**src/rtl/keypad_pkg.sv**
```systemverilog
// Shared types and helpers for the 4x4 hex keypad scanner.
package keypad_pkg;

  localparam int unsigned ROW_W  = 4;
  localparam int unsigned COL_W  = 4;
  localparam int unsigned IDX_W  = 2;
  localparam int unsigned CODE_W = 2 * IDX_W;
  localparam int unsigned NUM_W  = 32;

  typedef enum logic [1:0] {
    SCAN     = 2'd0,
    DEBOUNCE = 2'd1,
    HELD     = 2'd2,
    RELEASE  = 2'd3
  } state_e;

  // Index of the lowest active-low (zero) row bit; 0 when none is low.
  function automatic logic [IDX_W-1:0] low_zero(input logic [ROW_W-1:0] rows);
    logic [IDX_W-1:0] idx;
    idx = '0;
    for (int i = ROW_W - 1; i >= 0; i--) begin
      if (!rows[i]) idx = IDX_W'(i);
    end
    return idx;
  endfunction

  function automatic logic [CODE_W-1:0] make_code(input logic [IDX_W-1:0] row,
                                                  input logic [IDX_W-1:0] col);
    return {row, col};
  endfunction

endpackage

```
**src/rtl/keypad_sync.sv**
```systemverilog
// Two-flop synchronizer for the active-low keypad rows; idles high.
module keypad_sync
  import keypad_pkg::*;
(
  input  logic             clk,
  input  logic             resetn,
  input  logic [ROW_W-1:0] async_i,
  output logic [ROW_W-1:0] sync_o
);

  logic [ROW_W-1:0] meta_q;
  logic [ROW_W-1:0] sync_q;

  always_ff @(posedge clk) begin
    if (!resetn) begin
      meta_q <= '1;
      sync_q <= '1;
    end else begin
      meta_q <= async_i;
      sync_q <= meta_q;
    end
  end

  assign sync_o = sync_q;

endmodule

```
**src/rtl/keypad_hex_scanner.sv**
```systemverilog
// 4x4 keypad scanner with press/release debounce and an 8-digit hex shift register.
// Define KEYPAD_AUTO_REPEAT_EN to re-accept a held key every REPEAT_CYC cycles.
module keypad_hex_scanner
  import keypad_pkg::*;
#(
  parameter int unsigned SCAN_DIV     = 1000,
  parameter int unsigned DEBOUNCE_CYC = 20000,
  parameter int unsigned REPEAT_CYC   = 5000000
) (
  input  logic              clk,
  input  logic              resetn,
  input  logic [ROW_W-1:0]  row_in,
  input  logic              clear,
  output logic [COL_W-1:0]  col_out,
  output logic [CODE_W-1:0] key_code,
  output logic              key_valid,
  output logic [NUM_W-1:0]  num_out
);

  localparam int unsigned MAX_AB  = (SCAN_DIV > DEBOUNCE_CYC) ? SCAN_DIV : DEBOUNCE_CYC;
  localparam int unsigned MAX_CYC = (MAX_AB > REPEAT_CYC) ? MAX_AB : REPEAT_CYC;
  localparam int unsigned CNT_W   = $clog2(MAX_CYC + 1);

  logic [ROW_W-1:0]  rs;
  state_e            state_q, state_d;
  logic [IDX_W-1:0]  c_q, c_d, r_q, r_d;
  logic [CNT_W-1:0]  cnt_q, cnt_d;
  logic [COL_W-1:0]  col_q, col_d;
  logic [CODE_W-1:0] code_q, code_d;
  logic              valid_q, valid_d;
  logic [NUM_W-1:0]  num_q, num_d;
  logic              accept;
  logic              rs_bit;

  keypad_sync u_sync (
    .clk     (clk),
    .resetn  (resetn),
    .async_i (row_in),
    .sync_o  (rs)
  );

  assign rs_bit = rs[r_q];

  always_ff @(posedge clk) begin
    if (!resetn) begin
      state_q <= SCAN;
      c_q     <= '0;
      r_q     <= '0;
      cnt_q   <= '0;
      col_q   <= 4'b1110;
      code_q  <= '0;
      valid_q <= 1'b0;
      num_q   <= '0;
    end else begin
      state_q <= state_d;
      c_q     <= c_d;
      r_q     <= r_d;
      cnt_q   <= cnt_d;
      col_q   <= col_d;
      code_q  <= code_d;
      valid_q <= valid_d;
      num_q   <= num_d;
    end
  end

  // Scan / debounce sequencing; accept marks the cycle a key is taken.
  always_comb begin
    state_d = state_q;
    c_d     = c_q;
    r_d     = r_q;
    cnt_d   = cnt_q;
    accept  = 1'b0;
    case (state_q)
      SCAN: begin
        if (rs != '1) begin
          r_d     = low_zero(rs);
          cnt_d   = '0;
          state_d = DEBOUNCE;
        end else if (cnt_q == CNT_W'(SCAN_DIV - 1)) begin
          cnt_d = '0;
          c_d   = c_q + 2'd1;
        end else begin
          cnt_d = cnt_q + CNT_W'(1);
        end
      end
      DEBOUNCE: begin
        if (rs_bit) begin
          cnt_d   = '0;
          state_d = SCAN;
        end else if (cnt_q == CNT_W'(DEBOUNCE_CYC - 1)) begin
          cnt_d   = '0;
          accept  = 1'b1;
          state_d = HELD;
        end else begin
          cnt_d = cnt_q + CNT_W'(1);
        end
      end
      HELD: begin
        if (rs_bit) begin
          cnt_d   = '0;
          state_d = RELEASE;
        end else begin
`ifdef KEYPAD_AUTO_REPEAT_EN
          if (cnt_q == CNT_W'(REPEAT_CYC - 1)) begin
            cnt_d  = '0;
            accept = 1'b1;
          end else begin
            cnt_d = cnt_q + CNT_W'(1);
          end
`else
          cnt_d = '0;
`endif
        end
      end
      RELEASE: begin
        if (!rs_bit) begin
          cnt_d = '0;
        end else if (cnt_q == CNT_W'(DEBOUNCE_CYC - 1)) begin
          cnt_d   = '0;
          c_d     = c_q + 2'd1;
          state_d = SCAN;
        end else begin
          cnt_d = cnt_q + CNT_W'(1);
        end
      end
      default: begin
        cnt_d   = '0;
        state_d = SCAN;
      end
    endcase
  end

  // Output register next values; clear has priority over the digit shift.
  always_comb begin
    col_d   = ~(COL_W'(1) << c_d);
    code_d  = code_q;
    valid_d = accept;
    num_d   = num_q;
    if (accept) begin
      code_d = make_code(r_q, c_q);
    end
    if (clear) begin
      num_d = '0;
    end else if (accept) begin
      num_d = {num_q[NUM_W-CODE_W-1:0], make_code(r_q, c_q)};
    end
  end

  assign col_out   = col_q;
  assign key_code  = code_q;
  assign key_valid = valid_q;
  assign num_out   = num_q;

endmodule

```
**config.mk**
```make
export PLATFORM = sky130hd
export DESIGN_NAME = keypad_hex_scanner
export DESIGN_NICKNAME = d
export VERILOG_FILES = /design/src/rtl/keypad_pkg.sv /design/src/rtl/keypad_sync.sv /design/src/rtl/keypad_hex_scanner.sv
export SDC_FILE = /design/constraint.sdc
export NUM_CORES = 1
export LEC_CHECK = 0
export BUFFER_PORTS_ARGS = -buffer_cell sky130_fd_sc_hd__buf_2
export CAP_MARGIN = 10
export CELL_PAD_IN_SITES_DETAIL_PLACEMENT = 1
export CELL_PAD_IN_SITES_GLOBAL_PLACEMENT = 1
export CORE_UTILIZATION = 38
export CTS_CLUSTER_DIAMETER = 30
export CTS_CLUSTER_SIZE = 25
export DETAILED_ROUTE_END_ITERATION = 8
export PLACE_DENSITY_LB_ADDON = 0.1
export SETUP_SLACK_MARGIN = 0.1
export SLEW_MARGIN = 20
export SYNTH_ARGS = -nofsm -noshare
export SYNTH_HDL_FRONTEND = slang
export SYNTH_SLANG_ARGS = --single-unit
```
**constraint.sdc**
```tcl
create_clock -name clk -period 2.23 [get_ports clk]
set_input_delay 0.1115 -clock clk [delete_from_list [all_inputs] [get_ports clk]]
set_output_delay 0.1115 -clock clk [all_outputs]
set_load 0.1 [all_outputs]
```
==> results of run 1 <==
[stage by stage]
step | setup slack (ns) | util [%]
floorplan | 0.0651 | -
detailed placement | 0.00586 | 46.5
finish | -0.0113 | 52.2
global route | -0.135 | 52.2
CTS | -0.0280 | 50.6
global placement | 0.0325 | 46.5
[placed cells by master, fill, tap and decap left out, types with 9 or more instances in the layout]
cell type,Yosys,layout
a21oi_1,43,41
inv_1,9,9
dfxtp_1,78,73
nand3_1,10,9
nand2_1,81,80
nand2b_1,12,12
buf_4,0,23
nor2_1,34,34
buf_2,3,48
clkbuf_8,0,9
xnor2_1,14,14
[registers in the layout, indices dropped and copies added, names as in the netlist, named ones only]
name	count
key_code	4
key_valid	1
r_q	2
cnt_q	23
c_q	2
u_sync.meta_q	4
u_sync.sync_o	4
col_out	4
state_q	1
num_out	32
[critical path, cell delays in order, from the launching register on]
cell,delay [ns]
dfxtp_1,0.31
or4_4,0.54
nor4_4,0.24
buf_6,0.17
nand3_2,0.06
o32a_1,0.39
o21a_2,0.25
o32a_1,0.16
[timing repair]
action / in CTS / in global routing
setup buffers: 0 / 6
gates resized for setup: 10 / 10
hold buffers: 4 / 0
endpoints found under the hold margin: 4 / 0
cloned: 0 / 4
pin swaps: 3 / 9
endpoints found under the setup margin: 6 / 67
[cell type report]
type	count	area [um^2]
clock buffer	9	124
clock inverter	7	121
fill	950	3750
inverter	9	33.8
multi-input combinational	263	1540
sequential	78	1570
tap	102	128
timing repair buffer	83	588
[kinds of logic after synthesis]
| family | count (synthesis) | share of synthesized area [%] |
|---|---|---|
| AND/OR/NAND/NOR | 171 | 26.0 |
| multiplexers | 2 | 1.03 |
| adder cells (fa/ha/maj) | 6 | 2.39 |
| XOR/XNOR | 22 | 6.13 |
| flip-flops | 78 | 49.7 |
| buffers and inverters | 26 | 3.22 |
| AO/OA/AOI/OAI | 62 | 11.6 |
[routing by layer]
layer  wire length, um  GRT usage (%)  part of all wire, %  up-vias
li1                  -              -                    -     1385
met1              3910           24.2                   47     1346
met2              4140           32.4                   50       40
met3               238           3.20                  2.8        7
met4                75           8.08                 0.90        0
met5                 0              0                    0        -
[path summary, 6_finish.rpt]
kind / from / end / slack (ns) / cells after the start
min: resetn / u_sync.sync_o[1]$_SDFF_PN1_ / 0.10 / 2
max: cnt_q[12]$_SDFF_PN0_ / col_out[3]$_SDFF_PN1_ / -0.01 / 7
max reg2reg: cnt_q[12]$_SDFF_PN0_ / col_out[3]$_SDFF_PN1_ / -0.01 / 7
min reg2reg: u_sync.meta_q[0]$_SDFF_PN1_ / u_sync.sync_o[0]$_SDFF_PN1_ / 0.42 / 1
[where the power goes]
group	switching, uW	leakage, uW	internal [uW]
Combinational	106	0.000846	86.2
Clock	553	0.000124	749
Sequential	17.1	0.000633	1410
==> impl_metrics.yaml, run 1 <==
global_route:
  grt_pass1_wl_mm: 13.0
  antenna_found_initial: 0
  overflow: 0
  grt_pass1_vias: 2723
  grtUsageTotal_pct: 19.2
  grt_max_degree: 38
sta:
  finalCritPeriodShare_pct: 101
  finalHoldViolCount: 0
  slew_violations: 0
  maxSlewHeadroom_pct: 66.6
  min_period_ns: 2.24
  fmax_mhz: 446
  setup_viol: 1
  fin_worst_skew_ns: 0.00939
  grt_setup_unrepaired: "yes"
  finalSetupTns_ns: -0.0113
  timing.final.ws_setup_ns: -0.0113
  whs_ns: 0.100
  worst_pin_slew_ns: 0.504
die:
  die_h_um: 93.0
  pin_count: 48
  fp.dieW_um: 93.0
  design.core.area_mm2: 0.00785
  start_util_pct: 40.1
  die_area_mm2: 0.00864
  rows: 32
detailed_routing:
  drc_errors: 0
  firstDrtPassIters: 4
  wl_mm: 8.37
  postRouteAntennaNets: 0
  wl_per_cell_um: 15.2
  viasPerCell: 5.04
  drt_iter0_drc: 76
  vias: 2778
finish:
  design_area_mm2: 0.00410
  drive_gt1_share_pct: 26.5
  fin_cells: 551
  insertedDiodeCount: 0
  fin_nets: 457
  area_delta_synth_final_pct: 30.3
logic_synthesis:
  synthTopCellsByCount: "81 x nand2_1, 78 x dfxtp_1, 43 x a21oi_1"
  synth_nets: 380
  syn_avg_cell_area_um2: 8.57
  synth_ff_type: "dfxtp_1"
  syn_area_mm2: 0.00314
  synth_cell_types: 41
  synth_area_leader_cell: "dfxtp_1"
  synth.most_common_cell: "nand2_1"
  yosys_warnings: 0
  ys_seq_elements: 78
  yosysSeqAreaShare_pct: 49.7
  synth_area_leaders: "dfxtp_1 50%, nand2_1 9.7%, a21oi_1 6.8%"
  synth_edf_count: 0
  ys_async_sr_fraction_pct: 0
  synth_top_area_share_pct: 49.7
  postSynthCellCount: 367
power:
  irDropWorstVdd_uv: 293
  finalPower_uw: 2920
  power_density_mw_per_mm2: 713
  p_leak_uw: 0.00160
clock_network:
  clk_transition_reported_paths_ns: 0.08
  clockRootBuffer: "clkbuf_8"
  htreeDepth: 3
  cts_buffers: 9
  cts_max_path_buffers: 2
  numClockSinks: 78
  cts_tree: "built"
  clk_latency_ns: 0.35
flow_run:
  maxCapViolCount: 0
setup_path:
  worstPathArrival_ns: 2.49
  crit_type: "register to register"
  path_max_fanout: 8
  end_kind: "register"
  worstSetupStartpointType: "register"
  critPathRequiredTime_ns: 2.48
place:
  place_congestion: 0.752
  placed_cells: 521
  portBuffers: 47
  hpwl_mm: 5.13
  postPlaceCellArea_mm2: 0.00365
min_path:
  hp-class: "input port to register"
run_status:
  violations: "negative setup slack"
  status: "finished, violations left"
No activity file was read; power rests on OpenSTA's default activity.
==> run 2, diff against run 1 <==
ABC_AREA = 1   (was default)
CORE_UTILIZATION = 37   (was 38)
==> run 2 against run 1 <==
Against the previous run: the run now ends clean; first-iteration DRC count is 11% higher; maximum frequency increased by 16%; via count rose by 15%; clock power fell by 20%; register-to-register slack gained 0.31 ns; clock-buffer cell count stayed put; critical endpoint is now col_out[1]$_SDFF_PN1_; largest cell class is now multi-input gates.
==> impl_metrics.yaml, run 2 <==
finish:
  insertedDiodeCount: 0
  n_fill_cell: 1234
  multiInputGateArea_mm2: 0.00171
  drive_gt1_share_pct: 19.2
  fin_cells: 671
  final_cell_mix: "92 x nand2_1, 84 x nor2_1, 78 x dfxtp_1, 52 x inv_1, 47 x buf_2"
  final_common_cell: "nand2_1"
  largest_reg_flops: 32
  fin_nets: 551
  final-seq-area_mm2: 0.00156
  area_delta_synth_final_pct: 16.1
clock_network:
  clk_transition_reported_paths_ns: 0.08
  htreeDepth: 3
  post_cts_buffers: 0
  clockRootBuffer: "clkbuf_8"
  numClockSinks: 78
  clk_latency_ns: 0.35
  cts_tree: "built"
  cts_max_path_buffers: 2
  cts_buffers: 9
logic_synthesis:
  ys_seq_elements: 78
  synth_cell_types: 35
  synth_nets: 499
  syn_avg_cell_area_um2: 7.31
  synth_edf_count: 0
  synth_area_leaders: "dfxtp_1 44%, nand2_1 9.7%, nor2_1 8.9%"
  synth_top_area_share_pct: 44.0
  synthTopCellsByCount: "92 x nand2_1, 84 x nor2_1, 78 x dfxtp_1"
  postSynthCellCount: 486
  yosys_warnings: 0
  synth_area_leader_cell: "dfxtp_1"
  yosysSeqAreaShare_pct: 44.0
  synth.most_common_cell: "nand2_1"
  syn_area_mm2: 0.00355
  ys_async_sr_fraction_pct: 0
  synth_ff_type: "dfxtp_1"
sta:
  worst_pin_slew_ns: 0.498
  finalSetupTns_ns: 0
  min_period_ns: 1.93
  fin_worst_skew_ns: 0.0102
  finalHoldViolCount: 0
  timing.final.ws_setup_ns: 0.304
  finalCritPeriodShare_pct: 86.4
  setup_viol: 0
  maxSlewHeadroom_pct: 67.0
  slew_violations: 0
  grt_setup_unrepaired: "yes"
  fmax_mhz: 519
setup_path:
  critPathRequiredTime_ns: 2.45
  r2r_cells: 12
  worstPathArrival_ns: 2.14
  worstSetupStartpointType: "register"
  crit_type: "register to register"
  path_max_fanout: 5
  end_kind: "register"
place:
  place_congestion: 0.769
  placed_cells: 652
  dp_slack_ns: 0.287
  portBuffers: 47
  hpwl_mm: 6.40
min_path:
  hp-class: "input port to register"
  hold-path-cell-count: 2
die:
  start_util_pct: 38.2
  die_h_um: 100
  fp.dieW_um: 100
  rows: 35
  design.core.area_mm2: 0.00928
  die_area_mm2: 0.00999
  pin_count: 48
flow_run:
  maxCapViolCount: 0
detailed_routing:
  drc_errors: 0
  viasPerCell: 4.77
  wl_mm: 8.72
  wl_per_cell_um: 13.0
  firstDrtPassIters: 4
  vias: 3204
  postRouteAntennaNets: 0
  drt_iter0_drc: 84
global_route:
  grtUsageTotal_pct: 19.1
  grt_pass1_vias: 3264
  antenna_found_initial: 0
  overflow: 0
  grt_pass1_wl_mm: 15.1
  grt_max_degree: 30
run_status:
  status: "completed"
power:
  power_density_mw_per_mm2: 756
  p_leak_uw: 0.00178
  irDropWorstVdd_uv: 409
run 2: cell types whose count changed in the layout (fill, tap and decap cells not counted), moves of 14 or more:
cell,delta
nor2_2,+14
buf_4,-21
nor2_1,+50
inv_1,+43
o21ai_0,+33
nand3_1,+14
run 2: report_power, final:
group / leakage [uW] / internal, uW / switching [uW]
clock: 0.0000953 / 509 / 528
sequential: 0.000631 / 1440 / 47.6
combinational: 0.00106 / 169 / 418
run 2: final timing paths:
kind / start / end / slack [ns]
setup / recovery: cnt_q[0]$_SDFF_PN0_ / col_out[1]$_SDFF_PN1_ / 0.30
hold / removal: resetn / col_out[3]$_SDFF_PN1_ / 0.13
setup reg to reg: cnt_q[0]$_SDFF_PN0_ / col_out[1]$_SDFF_PN1_ / 0.30
hold reg to reg: u_sync.meta_q[0]$_SDFF_PN1_ / u_sync.sync_o[0]$_SDFF_PN1_ / 0.42
run 2: cells by family (layout without fill, tap and decap cells):
kind of cell	count (synthesis)	in the layout	synth area share, %
AO/OA/AOI/OAI	68	68	9.76
XOR/XNOR	12	12	2.96
adder cells (fa/ha/maj)	6	6	2.11
buffers and inverters	68	124	8.00
flip-flops	78	78	44.0
AND/OR/NAND/NOR	254	254	33.2
run 2: cell type report:
| type | count | share of cell area, % |
|---|---|---|
| inverters | 56 | 5.13 |
| repair buffers | 53 | 7.04 |
| well taps | 129 | 3.92 |
| clock buffers | 9 | 3.00 |
| clock inverters | 6 | 1.49 |
| flip-flops and latches | 78 | 37.9 |
| multi-input cells | 340 | 41.5 |
run 2: metal layers:
| metal | wire (um) | part of all wire, % | track usage (%) |
|---|---|---|---|
| met1 | 4270 | 49 | 24.8 |
| met2 | 4070 | 47 | 32.1 |
| met3 | 271 | 3.1 | 3.55 |
| met4 | 104 | 1.2 | 5.77 |
| met5 | 0 | 0 | 0 |
run 2: critical path, stage by stage (launching register included):
cell and delay (ns):
dfxtp_1 0.40, ha_1 0.19, nand2_1 0.09, nor2_2 0.15, nand2_1 0.08, nor2_1 0.28, nand3_1 0.11, nand2_1 0.07
nand3_1 0.11, nand2_1 0.10, nand2_1 0.05, nand2_1 0.09, nand3_1 0.07
run 2: what timing repair did:
item	in CTS	in global routing
endpoints found under the hold margin	4	0
hold buffers	4	0
resized for setup	0	1
setup endpoints to repair	0	8
run 2: through the flow:
stage / hold slack [ns] / power [uW] / utilization, % / area, um^2
3_5_place_dp: 0.301 / 2110 / 41.9 / 3890
2_1_floorplan: 0.218 / 1990 / - / 3550
3_3_place_gp: 0.297 / 2100 / 41.9 / 3890
6_report: 0.129 / 3110 / 44.4 / 4120
5_1_grt: 0.144 / 3280 / 44.4 / 4120
4_1_cts: 0.123 / 3160 / 44.3 / 4120
==> run 3, diff against run 2 <==
CORE_MARGIN = 2   (was default)
==> run 3 against run 2 <==
Against the previous run: non-clock buffer count did not move; worst setup slack improved by 0.027 ns; global-route usage fell by 1.4 points; combinational power barely moved; clock skew rose by 0.0016 ns; first-iteration DRC count fell by 13%; critical endpoint is now num_out[2]$_SDFFE_PP0P_.
==> impl_metrics.yaml, run 3 (same netlist as run 2, synthesis figures left out) <==
min_path:
  hold-path-cell-count: 2
  hp-class: "input port to register"
  holdPathEnd: "col_out[2]$_SDFF_PN1_"
  worstHoldStart: "resetn"
global_route:
  antenna_found_initial: 0
  grt_pass1_wl_mm: 14.6
  overflow: 0
  grtUsageTotal_pct: 17.7
  grt_max_degree: 30
  grt_pass1_vias: 3097
finish:
  n_fill_cell: 1237
  fin_nets: 551
  drive_gt1_share_pct: 19.2
  largest_reg_flops: 32
  area_delta_synth_final_pct: 16.5
  final_common_cell: "nand2_1"
  final_cell_mix: "92 x nand2_1, 84 x nor2_1, 78 x dfxtp_1, 52 x inv_1, 47 x buf_2"
  insertedDiodeCount: 0
clock_network:
  clockRootBuffer: "clkbuf_8"
  numClockSinks: 78
  htreeDepth: 3
  post_cts_buffers: 0
  cts_buffers: 9
  clk_transition_reported_paths_ns: 0.09
  cts_tree: "built"
  cts_max_path_buffers: 2
  clk_latency_ns: 0.35
sta:
  slew_violations: 0
  fin_worst_skew_ns: 0.0118
  finalCritPeriodShare_pct: 85.2
  fmax_mhz: 526
  maxSlewHeadroom_pct: 67.0
  grt_setup_unrepaired: "yes"
  setup_viol: 0
  finalSetupTns_ns: 0
  min_period_ns: 1.90
  finalHoldViolCount: 0
  worst_pin_slew_ns: 0.498
power:
  p_leak_uw: 0.00178
  irDropWorstVdd_uv: 413
  power_density_mw_per_mm2: 760
  finalPower_uw: 3140
die:
  pin_count: 48
  start_util_pct: 38.2
  die_area_mm2: 0.0104
  die_h_um: 102
  design.core.area_mm2: 0.00928
  rows: 35
  fp.dieW_um: 102
setup_path:
  worstSetupStartpointType: "register"
  path_max_fanout: 16
  critPathRequiredTime_ns: 2.50
  crit_type: "register to register"
  r2r_cells: 9
  end_kind: "register"
  worstReg2RegEnd: "num_out[2]$_SDFFE_PP0P_"
  reg2reg_from: "cnt_q[0]$_SDFF_PN0_"
  r2r_slack_ns: 0.33
  worstPathArrival_ns: 2.17
detailed_routing:
  drt_iter0_drc: 73
  postRouteAntennaNets: 0
  firstDrtPassIters: 4
  wl_per_cell_um: 13.1
  drc_errors: 0
  viasPerCell: 4.68
  wl_mm: 8.78
  vias: 3146
flow_run:
  maxCapViolCount: 0
place:
  hpwl_mm: 6.47
  portBuffers: 47
  place_congestion: 0.788
run_status:
  status: "completed"
run 3: timing repair:
item	CTS	global route
gates resized for setup	0	2
endpoints found under the hold margin	4	0
hold buffers	4	0
setup endpoints to repair	0	10
run 3: metrics by stage:
step	worst slack (ns)	hold WS, ns	utilization (%)	area [um^2]	std cells
global placement	0.407	0.297	41.9	3890	652
detailed placement	0.297	0.303	41.9	3890	652
floorplan	0.609	0.218	-	3550	486
global route	0.0805	0.158	44.6	4140	672
finish	0.330	0.120	44.6	4140	672
CTS	0.226	0.115	44.5	4130	672
run 3: power breakdown:
| group | leakage, uW | internal (uW) | switching, uW |
|---|---|---|---|
| sequential | 0.000631 | 1440 | 45.4 |
| combinational | 0.00106 | 169 | 415 |
| clock | 0.0000891 | 523 | 547 |
run 3: final cells by class:
type	instances	area [um^2]	share of cell area, %
Multi-Input combinational cell	340	1710	41.4
Sequential cell	78	1560	37.7
Timing Repair Buffer	53	290	7.02
Inverter	56	213	5.14
Tap cell	129	161	3.90
Clock buffer	10	128	3.09
Clock inverter	6	70.1	1.69
run 3: worst max-delay path by stage:
stage                               end                start
2_1_floorplan       cnt_q[9]$_SDFF_PN0_  cnt_q[0]$_SDFF_PN0_
4_1_cts         num_out[2]$_SDFFE_PP0P_  cnt_q[0]$_SDFF_PN0_
3_3_place_gp   key_code[1]$_SDFFE_PN0P_  cnt_q[0]$_SDFF_PN0_
6_report        num_out[2]$_SDFFE_PP0P_  cnt_q[0]$_SDFF_PN0_
5_1_grt           col_out[3]$_SDFF_PN1_  cnt_q[0]$_SDFF_PN0_
3_5_place_dp    num_out[1]$_SDFFE_PP0P_  cnt_q[0]$_SDFF_PN0_
run 3: routing by layer:
| layer | up-vias | part of all wire, % | GRT usage (%) |
|---|---|---|---|
| li1 | 1642 | - | - |
| met1 | 1457 | 50 | 23.8 |
| met2 | 37 | 46 | 29.2 |
| met3 | 10 | 2.1 | 2.53 |
| met4 | 0 | 1.4 | 6.36 |
| met5 | - | 0 | 0 |
run 3: critical path, stage by stage (launching register included):
cell,delay [ns]
dfxtp_1,0.40
ha_1,0.20
nand2_1,0.09
nor2_2,0.15
nand2_1,0.07
nor2_1,0.26
nand3_4,0.21
inv_1,0.19
nand2_1,0.09
a21oi_1,0.16
